`config.mk`:
```
export PLATFORM = sky130hd
export DESIGN_NAME = reaction_trial_sequencer_flat
export DESIGN_NICKNAME = d
export VERILOG_FILES = /design/src/rtl/reaction_trial_sequencer_if.sv /design/src/rtl/reaction_trial_sequencer.sv /design/src/flat_wrapper.sv
export SDC_FILE = /design/constraint.sdc
export NUM_CORES = 1
export LEC_CHECK = 0
export ABC_AREA = 1
export CELL_PAD_IN_SITES_DETAIL_PLACEMENT = 1
export CELL_PAD_IN_SITES_GLOBAL_PLACEMENT = 2
export CORE_ASPECT_RATIO = 0.75
export CORE_MARGIN = 3
export CORE_UTILIZATION = 35
export CTS_BUF_LIST = sky130_fd_sc_hd__clkbuf_4 sky130_fd_sc_hd__clkbuf_8
export DETAILED_ROUTE_END_ITERATION = 16
export DONT_BUFFER_PORTS = 1
export HOLD_SLACK_MARGIN = 0.03
export PLACE_DENSITY_LB_ADDON = 0.1
export SYNTH_ARGS = -nofsm -noshare
export SYNTH_HDL_FRONTEND = slang
export SYNTH_SLANG_ARGS = --single-unit
```
`constraint.sdc`:
```
create_clock -name clk -period 2.2 [get_ports clk]
set_input_delay 0.33 -clock clk [delete_from_list [all_inputs] [get_ports clk]]
set_output_delay 0.33 -clock clk [all_outputs]
set_load 0.01 [all_outputs]
```
`src/rtl/reaction_trial_sequencer_if.sv`:
```
// Bus between the trial sequencer and its external 8x16 register file.
// Writes land on the rising clock edge; reads are asynchronous.
interface reaction_trial_sequencer_if;
    logic        wr_en;
    logic [2:0]  wr_addr;
    logic [15:0] wr_data;
    logic [2:0]  rd_addr;
    logic [15:0] rd_data;

    modport master (output wr_en, output wr_addr, output wr_data, output rd_addr, input rd_data);
    modport slave  (input wr_en, input wr_addr, input wr_data, input rd_addr, output rd_data);
endinterface

```
`src/rtl/reaction_trial_sequencer.sv`:
```
// Stores up to eight reaction trials in a ring of register-file slots and, on request,
// sums the valid slots and divides by the count to produce the floor average.
module reaction_trial_sequencer #(
    parameter int MAX_TIME = 9999
) (
    input  logic                          clk,
    input  logic                          rst,
    input  logic                          trial_done,
    input  logic [15:0]                   trial_time,
    input  logic                          avg_req,
    input  logic                          clear,
    reaction_trial_sequencer_if.master    rf,
    output logic [3:0]                    count,
    output logic                          full,
    output logic [7:0]                    slot_onehot,
    output logic                          busy,
    output logic                          overrun,
    output logic                          avg_valid,
    output logic [13:0]                   avg_out
);
    typedef enum logic [1:0] {IDLE, SUM, DIV, DONE} state_t;

    localparam logic [15:0] MAX_CLAMP = 16'(MAX_TIME);

    state_t      state;
    state_t      state_next;
    logic [2:0]  wr_ptr;
    logic [4:0]  step;
    logic [16:0] acc;
    logic [3:0]  rem;
    logic        write_ok;
    logic [3:0]  count_after;
    logic [4:0]  count5;
    logic [4:0]  div_trial;
    logic        div_ge;
    logic [3:0]  div_rem;

    // The count as it will be after a coincident write, so a same-cycle request sees the new trial.
    always_comb begin
        write_ok    = trial_done && (state == IDLE) && !clear && !rst;
        count_after = count;
        if (write_ok && (count != 4'd8)) begin
            count_after = count + 4'd1;
        end
        count5    = {1'b0, count};
        div_trial = {rem, acc[16]};
        div_ge    = (div_trial >= count5);
        div_rem   = div_ge ? 4'(div_trial - count5) : div_trial[3:0];
    end

    always_comb begin
        state_next = state;
        case (state)
            IDLE: if (avg_req) state_next = (count_after != 4'd0) ? SUM : DONE;
            SUM:  if (step == count5 - 5'd1) state_next = DIV;
            DIV:  if (step == 5'd16) state_next = DONE;
            DONE: state_next = IDLE;
            default: state_next = IDLE;
        endcase
        if (clear) begin
            state_next = IDLE;
        end
    end

    always_ff @(posedge clk) begin
        if (rst) begin
            state <= IDLE;
        end else begin
            state <= state_next;
        end
    end

    // acc holds the running sum in SUM, then shifts into the quotient during DIV.
    always_ff @(posedge clk) begin
        if (rst) begin
            wr_ptr  <= 3'd0;
            count   <= 4'd0;
            overrun <= 1'b0;
            avg_out <= 14'd0;
            step    <= 5'd0;
            acc     <= 17'd0;
            rem     <= 4'd0;
        end else if (clear) begin
            wr_ptr  <= 3'd0;
            count   <= 4'd0;
            overrun <= 1'b0;
            avg_out <= 14'd0;
        end else begin
            if (write_ok) begin
                wr_ptr <= wr_ptr + 3'd1;
                count  <= count_after;
            end
            if (trial_done && (state != IDLE)) begin
                overrun <= 1'b1;
            end
            case (state)
                IDLE: begin
                    step <= 5'd0;
                    acc  <= 17'd0;
                    rem  <= 4'd0;
                    if (avg_req && (count_after == 4'd0)) begin
                        avg_out <= 14'd0;
                    end
                end
                SUM: begin
                    acc  <= acc + {1'b0, rf.rd_data};
                    rem  <= 4'd0;
                    step <= (step == count5 - 5'd1) ? 5'd0 : step + 5'd1;
                end
                DIV: begin
                    acc  <= {acc[15:0], div_ge};
                    rem  <= div_rem;
                    step <= step + 5'd1;
                    if (step == 5'd16) begin
                        avg_out <= {acc[12:0], div_ge};
                    end
                end
                default: begin
                end
            endcase
        end
    end

    assign rf.wr_en   = write_ok;
    assign rf.wr_addr = wr_ptr;
    assign rf.wr_data = (trial_time > MAX_CLAMP) ? MAX_CLAMP : trial_time;
    assign rf.rd_addr = (state == SUM) ? step[2:0] : 3'd0;

    assign full        = (count == 4'd8);
    assign slot_onehot = 8'd1 << wr_ptr;
    assign busy        = (state == SUM) || (state == DIV);
    assign avg_valid   = (state == DONE);
endmodule

```
`src/flat_wrapper.sv`:
```
// flat-port wrapper written by rule: the top's interface ports become plain ports
module reaction_trial_sequencer_flat 
#(
    parameter int MAX_TIME = 9999
)
  (clk, rst, trial_done, trial_time, avg_req, clear, count, full, slot_onehot, busy, overrun, avg_valid, avg_out, rf_wr_en, rf_wr_addr, rf_wr_data, rf_rd_addr, rf_rd_data);
  reaction_trial_sequencer_if rf_i ();
  input  logic clk;
  input  logic rst;
  input  logic trial_done;
  input  logic [15:0] trial_time;
  input  logic avg_req;
  input  logic clear;
  output logic [3:0] count;
  output logic full;
  output logic [7:0] slot_onehot;
  output logic busy;
  output logic overrun;
  output logic avg_valid;
  output logic [13:0] avg_out;
  output wire logic [$bits(rf_i.wr_en)-1:0] rf_wr_en;
  output wire logic [$bits(rf_i.wr_addr)-1:0] rf_wr_addr;
  output wire logic [$bits(rf_i.wr_data)-1:0] rf_wr_data;
  output wire logic [$bits(rf_i.rd_addr)-1:0] rf_rd_addr;
  input wire logic [$bits(rf_i.rd_data)-1:0] rf_rd_data;
  assign rf_wr_en = rf_i.wr_en;
  assign rf_wr_addr = rf_i.wr_addr;
  assign rf_wr_data = rf_i.wr_data;
  assign rf_rd_addr = rf_i.rd_addr;
  assign rf_i.rd_data = rf_rd_data;
  reaction_trial_sequencer #(.MAX_TIME(MAX_TIME)) u_core (.clk(clk), .rst(rst), .trial_done(trial_done), .trial_time(trial_time), .avg_req(avg_req), .clear(clear), .rf(rf_i), .count(count), .full(full), .slot_onehot(slot_onehot), .busy(busy), .overrun(overrun), .avg_valid(avg_valid), .avg_out(avg_out));
endmodule
```
Yosys cells after proc, flatten, opt, wreduce, memory -nomap -nowiden
Cells that the tools add are included.
{"block": "classes", "shifts": 1, "bitwise": 1, "eq_ne": 11, "add_sub_neg": 6, "reduce_logical": 22, "n_mux": 16, "n_lt_le_gt_ge": 2}
{"operator": "one-hot mux 17 bit (3 select lines)", "count": 1}
{"operator": "2-to-1 mux 14 bit", "count": 2}
{"operator": "one-hot mux 14 bit (2 select lines)", "count": 1}
{"operator": "adder 17 x 16 -> 17 bit", "count": 1}
{"operator": "> comparator 16 x 14 -> 1 bit (second input constant)", "count": 1}
{"operator": "2-to-1 mux 16 bit", "count": 1}
{"operator": "one-hot mux 5 bit (3 select lines)", "count": 1}
{"operator": "2-to-1 mux 2 bit", "count": 4}
{"operator": "2-to-1 mux 4 bit", "count": 2}
{"operator": "one-hot mux 2 bit (4 select lines)", "count": 1}
{"operator": "one-hot mux 4 bit (2 select lines)", "count": 1}
{"operator": "<< shifter 1 x 3 -> 8 bit (first input constant)", "count": 1}
{"operator": "logical AND 1 bit", "count": 6}
{"operator": "AND reduction 3 bit", "count": 2}
{"operator": "nonzero test 2 bit", "count": 3}
{"operator": "adder 5 x 1 -> 5 bit (second input constant)", "count": 1}
{"operator": "equality test 5 bit", "count": 1}
{"operator": "equality test 5 bit (second input constant)", "count": 1}
{"operator": "greater-or-equal comparator 5 x 4 -> 1 bit", "count": 1}
{"operator": "2-to-1 mux 5 bit", "count": 1}
{"operator": "subtractor 4 x 1 -> 5 bit (second input constant)", "count": 1}
{"operator": "adder 4 x 1 -> 4 bit (second input constant)", "count": 1}
{"operator": "equality test 2 bit (second input constant)", "count": 2}
{"operator": "equality test 4 bit (second input constant)", "count": 1}
{"operator": "other kinds (16)", "count": 21}
{"block": "word_totals", "inputBits": 37, "register_bits": 50, "output_inout_bits": 53, "elab_cells": 67}

Longest topological paths before layout
Gate-level depths: netlist of run 1.
{"block": "depth", "ltp_word": 10, "mapped_depth": 15, "depth_no_buf": 15}

Least setup slack after synthesis of run 1
No wires, ideal clock.
{"block": "synth_path", "kind": "reg2reg", "startpoint": "register u_core.count[0]", "endpoint": "register u_core.avg_out[0]", "stages_incl_launch_ff": 14, "arrival_time_ns": 1.789, "period_less_slack_ns": 1.902, "setup_time_ns": 0.113, "slack_ns": 0.298, "required_time_ns": 2.087, "n_path_buf": 1, "cell_sequence": "dfxtp_1 -> inv_1 -> ha_1 -> nand2_2 -> nor2_4 -> nor2_4 -> nand2_1 -> nand2_2 -> nor2_4 -> nand3b_4 -> nand2_8 -> buf_12 -> a21oi_2 -> nor2_2"}
{"block": "synth_between", "elab_chain_cells": 7, "word_cells_on_any_way": 11, "cone_classes": "add/sub (1); order compare (1); eq/ne (2); mux (3); reduce/logical (4)"}
{"item": "from (decl)", "line": "reaction_trial_sequencer.sv:13", "source": "output logic [3:0] count,"}
{"item": "from (signal assigned)", "line": "reaction_trial_sequencer.sv:91", "source": "count <= count_after;"}
{"item": "parallel branches: the longest is 7 deep, another holds adder 4 x 1 -> 4 bit"}
{"item": "to (signal assigned)", "line": "reaction_trial_sequencer.sv:115", "source": "avg_out <= {acc[12:0], div_ge};"}
{"item": "to (decl)", "line": "reaction_trial_sequencer.sv:19", "source": "output logic [13:0] avg_out"}
Several ways; the timed one is not identified. The select of a mux whose other input is x is not followed.
A chain may end at the register's enable or synchronous reset.

Final worst setup path of run 1
{"block": "layout_path", "startpoint": "register u_core.state[0]", "endpoint": "register u_core.avg_out[3]"}
{"block": "layout_between", "elab_chain_cells": 10, "word_cells_on_any_way": 14, "cone_classes": "eq/ne (3); mux (2); reduce/logical (9)"}
{"item": "from (decl)", "line": "reaction_trial_sequencer.sv:25", "source": "state_t state;"}
{"item": "from (signal assigned)", "line": "reaction_trial_sequencer.sv:69", "source": "state <= state_next;"}
{"item": "logical NOT 2 bit", "line": "reaction_trial_sequencer.sv:40, reaction_trial_sequencer.sv:96"}
{"item": "logical AND 1 bit (3 in series)", "line": "reaction_trial_sequencer.sv:40", "source": "write_ok = trial_done && (state == IDLE) && !clear && !rst;"}
{"item": "logical AND 1 bit", "line": "reaction_trial_sequencer.sv:42", "source": "if (write_ok && (count != 4'd8)) begin"}
{"item": "2-to-1 mux 4 bit", "line": "reaction_trial_sequencer.sv:42"}
{"item": "logical NOT 4 bit", "line": "reaction_trial_sequencer.sv:101", "source": "if (avg_req && (count_after == 4'd0)) begin"}
{"item": "logical AND 1 bit", "line": "reaction_trial_sequencer.sv:101"}
{"item": "!= test 2 bit (no source line)"}
{"item": "AND reduction 3 bit (no source line)"}
Parallel ways exist; a longest one is shown, timed or not.

==> results.md, run 1 <==
* Clock tree root buffer cell: clkbuf_8
* HPWL Detailed at 10,100 um
* Clock Skews at 0.0112 ns
* Vias in the first global route at 4,045
* Reg2Reg Depth at 15
* Rel. slew slack at 66.2%
* Die area at 0.0132 mm^2
* Crit path to: u_core.avg_out[3]$_SDFFE_PP0P_
* First-pass GRT wire length at 20,500 um
* Mapped Area at 0.00415 mm^2
* Core area at 0.0112 mm^2
* Final min period at 1.99 ns
* Share of layout cells above drive strength 1 at 12.0%
* Dpl ws at 0.0669 ns
* Final Hold Viols at 0
* Synthesized instance count at 661
* RSZ-0062 raised after global routing: false
* Total grt overflow at 0
* DR iter-0 viols at 122
* Post-DR wirelength/cell at 15.0 um
* Hold Crit Class: input port to flip-flop
* Worst Path Class, Setup: flip-flop to flip-flop
* RePlAce Congestion at 0.778
* F_max at 0.502 GHz
* Leak pwr at 2.30 nW
* Crit path buffers/inverters at 3
* Synth unique cells at 41
* Final WS setup at 0.208 ns
* Slowest stage delay, CP at 0.36 ns
* Clk sinks at 50
* CTS hold repair buffers at 0
* FF-to-FF Start: u_core.state[0]$_SDFFE_PP0P_
* Die Wd at 132 um
* Initial antenna violation count at 0
* #FFs+latches synth at 50
* Num CTS Buffers at 5
* Site Rows at 33
* ANT cells at 0
* Clock transition at the registers of the reported paths at 0.11 ns
* Vias after detailed routing at 3,972
* Initial DRT Pass Iterations at 4
* CP required at 2.43 ns
* MaxCap Viol Count at 0
* CP max-delay cell: dfxtp_2
* Critical path depth at 15
* Multi-input gate area at 0.00267 mm^2
* Top Family by Delay on Critical Path: simple AND/OR/NAND/NOR gates
* Critical path data arrival time at 2.23 ns
* Final setup violation count at 0
* Non-filler cells, final at 823
* Io pins at 90
* Port-buffer cells at 0
* Critical Path Sink Type: flip-flop
* Max H-tree Level at 2
* Post-Syn Area per Cell at 6.28 um^2
* Slew @ Worst Pin at 0.507 ns
* Crit-path cells: inv_1, ha_2, nand2_4, clkinv_1, nand2_2, nor2_4, nand2_1, nand2_2, nor2_4, nand3b_4, nand2_8, buf_4, nand3_1, nand2_1, nor2_1
* Clock Path Buffers at 2
* Nature of the critical path startpoint: flip-flop
* Max Slew Vio Count at 0
* YS warnings at 0
* Placed Instances at 809
* Period utilization at 90.6%
* FILL cells at 1,505
* DRC Markers at 0
* Peak supply drop at 0.364 mV
* Initial Utilization at 37.0%
* Setup TNS at 0 ns
* Routed Antenna Nets at 0
* Insertion delay to the later sink of the worst-skew pair at 0.32 ns
* GRT Util Overall at 19.0%
* Power consumption at 2.17 mW
* Power per cell area at 482 mW/mm^2
* Maximum fanout along the worst path at 9
* Crit path from: u_core.state[0]$_SDFFE_PP0P_
* Status: finished, final reports clean
* Storage cell area at 0.00100 mm^2
* Vias per cell at 4.83
* R2r setup slk at 0.21 ns
* Largest net degree at the start of global routing at 28
* Final #Nets at 740
* Seq/Total Area, Yosys at 24.1%
* Worst r2r dst: u_core.avg_out[3]$_SDFFE_PP0P_
* Total wire length at 12,400 um
* Area growth syn-to-layout at 8.61%
* CTS tree: yes
* Die Y at 100 um
## cells in the mapped netlist
cell | n | area share [%]
clkinv_2 | 1 | 0.12
buf_6 | 1 | 0.27
ha_1 | 36 | 11
buf_12 | 1 | 0.48
or2_0 | 1 | 0.15
nor2_4 | 4 | 1.1
inv_2 | 4 | 0.36
fa_1 | 2 | 0.96
nor2_2 | 1 | 0.15
buf_4 | 4 | 0.72
and2_1 | 2 | 0.30
nand4_1 | 6 | 0.90
clkbuf_1 | 11 | 0.99
xnor2_1 | 3 | 0.63
nand3_1 | 44 | 5.3
nor2_1 | 52 | 4.7
buf_2 | 5 | 0.60
nor2_8 | 2 | 0.96
or2_2 | 8 | 1.2
inv_1 | 92 | 8.3
nand2_8 | 1 | 0.48
nand2_1 | 220 | 20
nand3b_1 | 2 | 0.36
nor3_1 | 3 | 0.36
nand3b_4 | 1 | 0.48
nand3_2 | 1 | 0.24
xor2_1 | 8 | 1.7
o21ai_0 | 9 | 1.1
a21oi_1 | 48 | 5.8
a21oi_2 | 9 | 1.9
nand2_4 | 3 | 0.81
conb_1 | 1 | 0.090
o21ai_1 | 4 | 0.48
or2_1 | 3 | 0.45
dfxtp_1 | 50 | 24
clkinv_1 | 2 | 0.18
o211ai_1 | 3 | 0.54
and3_1 | 1 | 0.15
nand2_2 | 10 | 1.5
o31ai_1 | 1 | 0.18
o21a_1 | 1 | 0.18
## logic make-up after synthesis
kind of cell             synth area share (%)
XOR/XNOR                                 2.32
AND/OR/NAND/NOR                          39.5
AO/OA/AOI/OAI                            10.2
other                                  0.0903
flip-flops                               24.1
adder cells (fa/ha/maj)                  11.8
buffers and inverters                    12.0
## area by class of cell
cell class | count | area share (%)
multi-input cells | 491 | 59.2
clock buffers | 5 | 1.53
inverters | 99 | 8.26
well taps | 157 | 4.35
repair buffers | 18 | 3.27
flip-flops and latches | 50 | 22.3
clock inverters | 3 | 1.08
## sequential cells by signal, indices dropped and copies added (netlist names)
name               cells
u_core.rem             4
u_core.rf.wr_addr      3
u_core.avg_out        14
u_core.step            5
u_core.overrun         1
u_core.acc            17
u_core.count           4
u_core.state           2
## metal layers
metal	share of wire (%)	vias to the layer above	GRT usage [%]
li1	-	2058	-
met4	1.0	0	3.63
met2	41	87	29.0
met3	5.7	14	5.46
met5	0	-	0
met1	52	1813	27.0
## worst min path at each step
stage / start / to / slack, ns / depth (start not counted)
CTS: rst / u_core.acc[2]$_SDFFE_PP0P_ / 0.05 / 1
global placement: rst / u_core.acc[16]$_SDFFE_PP0P_ / 0.40 / 1
finish: rst / u_core.rem[2]$_SDFFE_PP0P_ / 0.07 / 1
floorplan: u_core.rem[3]$_SDFFE_PP0P_ / u_core.rem[3]$_SDFFE_PP0P_ / 0.45 / 2
global route: rst / u_core.acc[4]$_SDFFE_PP0P_ / 0.03 / 1
detailed placement: rst / u_core.step[2]$_SDFFE_PP0P_ / 0.40 / 1
## power breakdown
group,internal [mW],switching (mW),leakage (nW)
Clock,0.347,0.356,0.0563
Combinational,0.183,0.316,1.83
Sequential,0.933,0.0374,0.406
## what timing repair did
action / in CTS / in global routing
endpoints found under the setup margin: 0 / 19
resized for setup: 0 / 9
buffers inserted: 0 / 6
hold endpoints to repair: 0 / 0
## cell usage in the layout (no fill, tap or decap), types with 2 or more instances in the layout
| cell type | count |
|---|---|
| nand2_1 | 217 |
| inv_1 | 92 |
| nor2_1 | 52 |
| a21oi_1 | 47 |
| dfxtp_1 | 47 |
| nand3_1 | 44 |
| ha_1 | 34 |
| buf_4 | 17 |
| nand2_2 | 13 |
| a21oi_2 | 10 |
| o21ai_0 | 9 |
| or2_2 | 8 |
| xor2_1 | 8 |
| nand4_1 | 6 |
| clkbuf_8 | 5 |
| inv_2 | 4 |
| nor2_4 | 4 |
| o21ai_1 | 4 |
| nand2_4 | 3 |
| or2_1 | 3 |
| o211ai_1 | 3 |
| nor3_1 | 3 |
| xnor2_1 | 3 |
| dfxtp_2 | 3 |
| nor2_8 | 2 |
| clkinv_1 | 2 |
| and2_1 | 2 |
| nand3b_1 | 2 |
| fa_1 | 2 |
| ha_2 | 2 |
| conb_1 | 2 |
## through the flow
step / hold WS, ns / utilization (%) / cell area (um^2)
floorplan: 0.446 / - / 4160
finish: 0.0670 / 40.2 / 4510
detailed placement: 0.404 / 38.4 / 4320
CTS: 0.0511 / 39.5 / 4430
global route: 0.0336 / 40.2 / 4510
global placement: 0.403 / 38.4 / 4320
No activity file was read; power rests on OpenSTA's default activity.
==> inputs of run 2 (changes only) <==
SKIP_CTS_REPAIR_TIMING = 1   (was default)
==> results of run 2 <==
The final DEF is identical to that of run 1; final timing and power are the same.
